$ cat src/rtl/led_matrix_scanner.sv
// Scans four 8-bit column images onto an active-low 8x4 LED matrix, blanking before each column.
// The column images are snapshotted once per frame so that a frame never mixes old and new data.
module led_matrix_scanner #(
    parameter int unsigned DRIVE_CYCLES = 3000,
    parameter int unsigned BLANK_CYCLES = 64
) (
    input  logic       clk,
    input  logic       reset,
    input  logic [7:0] column_1,
    input  logic [7:0] column_2,
    input  logic [7:0] column_3,
    input  logic [7:0] column_4,
    output logic [7:0] led_rows,
    output logic [3:0] led_columns,
    output logic       frame_start
);

    localparam int unsigned PERIOD = BLANK_CYCLES + DRIVE_CYCLES;
    localparam int unsigned CW     = (PERIOD > 1) ? $clog2(PERIOD) : 1;

    logic [CW-1:0] r_cnt;
    logic [1:0]    r_idx;
    logic [31:0]   r_snap;

    logic [CW-1:0] w_cnt_nxt;
    logic [1:0]    w_idx_nxt;
    logic [31:0]   w_snap_nxt;
    logic          w_col_wrap;
    logic          w_frame_wrap;
    logic          w_drive_nxt;
    logic [7:0]    w_sel_nxt;
    logic [7:0]    w_rows_nxt;
    logic [3:0]    w_cols_nxt;
    logic [31:0]   w_inputs;

    assign w_inputs = {column_4, column_3, column_2, column_1};

    // Next scan position and snapshot. Outputs are decoded from these next values
    // so that the output flops always match the state the counter is about to hold.
    always_comb begin
        w_col_wrap   = (r_cnt == CW'(PERIOD - 1));
        w_frame_wrap = w_col_wrap && (r_idx == 2'd3);
        w_cnt_nxt    = r_cnt + CW'(1);
        w_idx_nxt    = r_idx;
        w_snap_nxt   = r_snap;
        if (reset) begin
            w_cnt_nxt  = '0;
            w_idx_nxt  = 2'd0;
            w_snap_nxt = w_inputs;
        end else if (w_col_wrap) begin
            w_cnt_nxt = '0;
            w_idx_nxt = r_idx + 2'd1;
            if (w_frame_wrap) begin
                w_snap_nxt = w_inputs;
            end
        end
    end

    // Column/row decode for the next cycle.
    always_comb begin
        w_drive_nxt = (w_cnt_nxt >= CW'(BLANK_CYCLES));
        w_sel_nxt   = 8'h00;
        case (w_idx_nxt)
            2'd0:    w_sel_nxt = w_snap_nxt[7:0];
            2'd1:    w_sel_nxt = w_snap_nxt[15:8];
            2'd2:    w_sel_nxt = w_snap_nxt[23:16];
            default: w_sel_nxt = w_snap_nxt[31:24];
        endcase
        w_rows_nxt = 8'hFF;
        w_cols_nxt = 4'hF;
        if (w_drive_nxt) begin
            w_rows_nxt = ~w_sel_nxt;
            w_cols_nxt = ~(4'b0001 << w_idx_nxt);
        end
    end

    always_ff @(posedge clk) begin
        if (reset) begin
            r_cnt       <= '0;
            r_idx       <= 2'd0;
            r_snap      <= w_inputs;
            led_rows    <= 8'hFF;
            led_columns <= 4'hF;
            frame_start <= 1'b0;
        end else begin
            r_cnt       <= w_cnt_nxt;
            r_idx       <= w_idx_nxt;
            r_snap      <= w_snap_nxt;
            led_rows    <= w_rows_nxt;
            led_columns <= w_cols_nxt;
            frame_start <= w_frame_wrap;
        end
    end

endmodule

$ cat config.mk
export PLATFORM = sky130hd
export DESIGN_NAME = led_matrix_scanner
export DESIGN_NICKNAME = d
export VERILOG_FILES = /design/src/rtl/led_matrix_scanner.sv
export SDC_FILE = /design/constraint.sdc
export NUM_CORES = 1
export LEC_CHECK = 0
export BUFFER_PORTS_ARGS = -buffer_cell sky130_fd_sc_hd__buf_2
export CORE_UTILIZATION = 40
export DETAILED_ROUTE_END_ITERATION = 16
export SLEW_MARGIN = 10
export SYNTH_ARGS = -nofsm -noshare
export SYNTH_HDL_FRONTEND = slang
export SYNTH_SLANG_ARGS = --single-unit
export TNS_END_PERCENT = 50
$ cat constraint.sdc
create_clock -name clk -period 2.61 [get_ports clk]
set_input_delay 0.261 -clock clk [delete_from_list [all_inputs] [get_ports clk]]
set_output_delay 0.261 -clock clk [all_outputs]
set_load 0.05 [all_outputs]
After elaboration in Yosys (flattened, before gate mapping) --
Index checks and enable logic that the tools add are counted.
Operators by class: $add $sub $neg 2, order comparisons 1, equal/unequal tests 4, shift-type cells 1, mux-type cells 9, bitwise operators 3, reduce and logical (&&, ||, !) cells 3
Operators by type and width (count):
- $mux W32 | 4
- $mux W12 | 2
- $pmux W8 S3 | 1
- $add A12 B1 Y12 const B | 1
- $eq A12 B12 Y1 const B | 1
- $ge A12 B7 Y1 const B | 1
- $not A8 Y8 | 1
- $eq A2 B2 Y1 const B | 2
- $mux W2 | 2
- $not A4 Y4 | 1
- $shl A1 B2 Y4 const A | 1
- $add A2 B1 Y2 const B | 1
- $eq A2 B1 Y1 const B | 1
- $logic_not A2 Y1 | 1
- $reduce_or A2 Y1 | 1
- $logic_and A1 B1 Y1 | 1
- $not A1 Y1 | 1
Storage, ports and cells: register bits 59, input bits 34, output and inout port bits 13, logic and storage cells 29

Logic depth before layout (Yosys ltp) --
depth after elaboration 7, gate-level depth with buffers 9

Worst setup path after synthesis --
No wires, ideal clock.
kind register to register, from register r_cnt[0], to register led_rows[6], setup time 83 ps, arrival time 1934 ps, setup slack 593 ps, stages on the path, launching flop included 10, period minus slack after synthesis 2017 ps, cell sequence dfxtp_1 -> ha_1 -> and4_1 -> buf_2 -> a41oi_4 -> buf_6 -> buf_6 -> mux2i_1 -> o22ai_1 -> o221ai_1
On the way: word-level cells in the longest chain between the ends 7, elaborated cells between the ends (all ways) 18
Ends and longest elaborated chain:
- start: declaration | RTL line 21 | logic [CW-1:0] r_cnt;
- start signal: assignment | RTL line 86 | r_cnt <= w_cnt_nxt;
- parallel branches: the longest is 7 deep, another holds $add A12 B1 Y12
- end signal: assignment | RTL line 89 | led_rows <= w_rows_nxt;
- end: declaration | RTL line 13 | output logic [7:0] led_rows,
Parallel ways; which one is timed is not known. A chain may end at the register's enable or synchronous reset.

Worst setup path in the final report --
from register r_cnt[0], to register led_rows[3]
Same word-level chain as after synthesis.

==> reports/results.ini <==
[finish]
area_growth_pct=20.2
fin_util_pct=50.7
register_area_mm2=0.00118
antenna_cells=0
multi_input_area_mm2=0.00121
fillers=562
layout-drive-gt1-share_pct=30.8
layout.nets=321

[drt]
drc=0
firstDrtPassIters=5
vias=1824
drt_wl_total_um=5180
drt_iter0_markers=141
vias_per_cell=5.01
wire_per_inst_um=14.2
drtAntennaViolNets=0

[clocking]
ctsResizeCount=0
cts-hold-fix-buffers=0
h-tree-depth=3
clock_sinks=59
cts_tree=yes
cts_setup_buffers=0
cts_buffers=9
cts_root_buf=clkbuf_8
clockBufferDepth=2
clkSlewWorstSetupHoldPaths_ps=70
worst_skew_pair.late_latency_ps=340

[pwr]
p_leak_nw=1.35
max-vdd-ir-drop_mv=0.348
power-per-cell-area_mw_per_mm2=673
finalPower_w=0.00206

[global_route]
gr-usage-all-layers_pct=16.6
antenna_found_initial=0
grt_pass1_wl_um=7910
grt_max_degree=21
grt_pass1_vias=1665
grt_overflow=0

[yosys]
ys.flop_type=dfxtp_1
synth_cells=234
synth_cell_types=46
synth-adder-area-share_pct=0.984
synth-seq-area-share_pct=46.5
syn_area_mm2=0.00254
synth_seq_cells=59
synth_nets=270
synth-simple-area-share_pct=11.0
synth_top_family_by_area=multiplexers
synth_edf_count=0
synth.avg_cell_area_um2=10.9
synth-xor-area-share_pct=4.13
synth-compound-area-share_pct=14.8
async_reset_ff_share_pct=0
synthMuxAreaShare_pct=16.5
ys_warn_count=0

[worst_setup_path]
critPathCaptureType=flip-flop
cpMaxStageDelayCell=o311a_4
start_kind=flip-flop
path_class=reg2reg
cp_slowest_stage_delay_ps=460
arrival_ps=2530
required_ps=2880
crit_chain=ha_1 -> nand4_1 -> o311a_4 -> a31oi_4 -> a21oi_1 -> o221ai_2
crit_fanout=18

[timing]
setup_viol=0
finalHoldViolCount=0
period_share_pct=86.6
clock_skew_ps=11.9
maxSlewHeadroom_pct=63.3
drv_slew=0
tightest_slew_ps=551
tns_ps=0
post-route-min-period_ps=2260
rsz0062_at_grt=no
fmax_mhz=443

[floorplan]
dieArea_mm2=0.00668
die_y_um=81.7
io_pins=47
start_util_pct=42.2
die_w_um=81.7
num_rows=28
core_area_mm2=0.00603

[run]
max_cap_viol_count=0

[run_status]
status=complete, no violations

[min_path]
min_path_type=in2reg

[placement]
dp_hpwl_um=3670
gp_congestion=0.750
io_buffers=46

==> per-stage QoR <==
stage / hold WS (ps) / setup WS, ps / instance area (um2) / instances
2_1_floorplan: 333 / 593 / 2540 / 234
3_3_place_gp: 442 / 490 / 2830 / 349
3_5_place_dp: 446 / 365 / 2830 / 349
4_1_cts: 131 / 371 / 3060 / 364
5_1_grt: 130 / 195 / 3060 / 364
6_report: 136 / 350 / 3060 / 364
==> report_power, final <==
| part | total [W] | internal [W] | switching [W] |
|---|---|---|---|
| clock network | 0.000939 | 0.000584 | 0.000355 |
| registers | 0.000974 | 0.000956 | 0.0000176 |
| logic | 0.000142 | 0.0000726 | 0.0000699 |
==> critical path: cells and delay by family (launching register included) <==
family / cells / cell delay (ps)
AOI/OAI and AO/OA: 4 / 1290
DFF: 1 / 370
adders and majority gates: 1 / 230
and+or+nand+nor: 1 / 310
==> kinds of logic after synthesis <==
group | count (synthesis)
flops | 59
simple gates | 47
compound gates | 42
mux | 40
buf+inv | 32
xor+xnor | 12
fa+ha+maj | 2
==> Yosys cell counts (5+ instances only) <==
master / count / area share, %
inv_1: 19 / 2.8
and3_1: 5 / 1.2
mux2i_1: 24 / 9.4
o221ai_1: 5 / 1.7
a21oi_1: 8 / 1.6
nand4_1: 5 / 1.2
xnor2_1: 6 / 2.1
nand2b_1: 9 / 2.2
dfxtp_1: 59 / 46
mux2_2: 8 / 3.5
buf_2: 7 / 1.4
o22ai_1: 9 / 2.2
mux2_1: 8 / 3.5
xor2_1: 6 / 2.1
nor2_1: 12 / 1.8
==> cell type report <==
class,count,area share (%)
Clock inverter,4,2.42
Sequential cell,59,38.6
Timing Repair Buffer,52,9.01
Tap cell,75,3.07
Multi-Input combinational cell,143,39.5
Clock buffer,11,4.95
Inverter,20,2.46
==> metal layers <==
layer / global-route usage (%) / routed length, um
met1: 22.9 / 2680
met3: 6.22 / 252
met2: 22.8 / 2150
met4: 6.84 / 95
met5: 0 / 0
==> final timing paths <==
path	from	endpoint	slack [ps]	cells after the start
max	r_cnt[0]$_SDFF_PP0_	led_rows[3]$_SDFF_PP1_	350	6
min reg2reg	r_snap[22]$_DFF_P_	r_snap[22]$_DFF_P_	460	2
min	column_2[6]	r_snap[14]$_DFF_P_	140	2
max reg2reg	r_cnt[0]$_SDFF_PP0_	led_rows[3]$_SDFF_PP1_	350	6
==> state kept, by name, summed over array words and instances (netlist names) <==
register	count
frame_start	1
led_rows	8
r_cnt	12
r_idx	2
led_columns	4
r_snap	32
==> placed cells by master (no fill, tap or decap), drive strengths merged, types with 2 or more instances in the layout <==
cell | synthesis | layout
ha | 2 | 2
o221ai | 8 | 8
dfxtp | 59 | 59
o22ai | 9 | 9
and4 | 3 | 3
xnor2 | 6 | 6
a31oi | 2 | 2
nand3 | 3 | 3
inv | 20 | 20
nor2 | 13 | 13
xor2 | 6 | 6
mux2i | 24 | 24
clkinv | 0 | 2
and3 | 5 | 5
o21ai | 2 | 2
buf | 11 | 52
mux2 | 16 | 16
bufinv | 0 | 2
clkbuf | 1 | 11
a311oi | 2 | 2
a21oi | 9 | 9
nand2 | 2 | 2
o211ai | 2 | 2
nand4 | 5 | 5
nand2b | 9 | 9
a31o | 2 | 2
No activity file was read; power rests on OpenSTA's default activity.
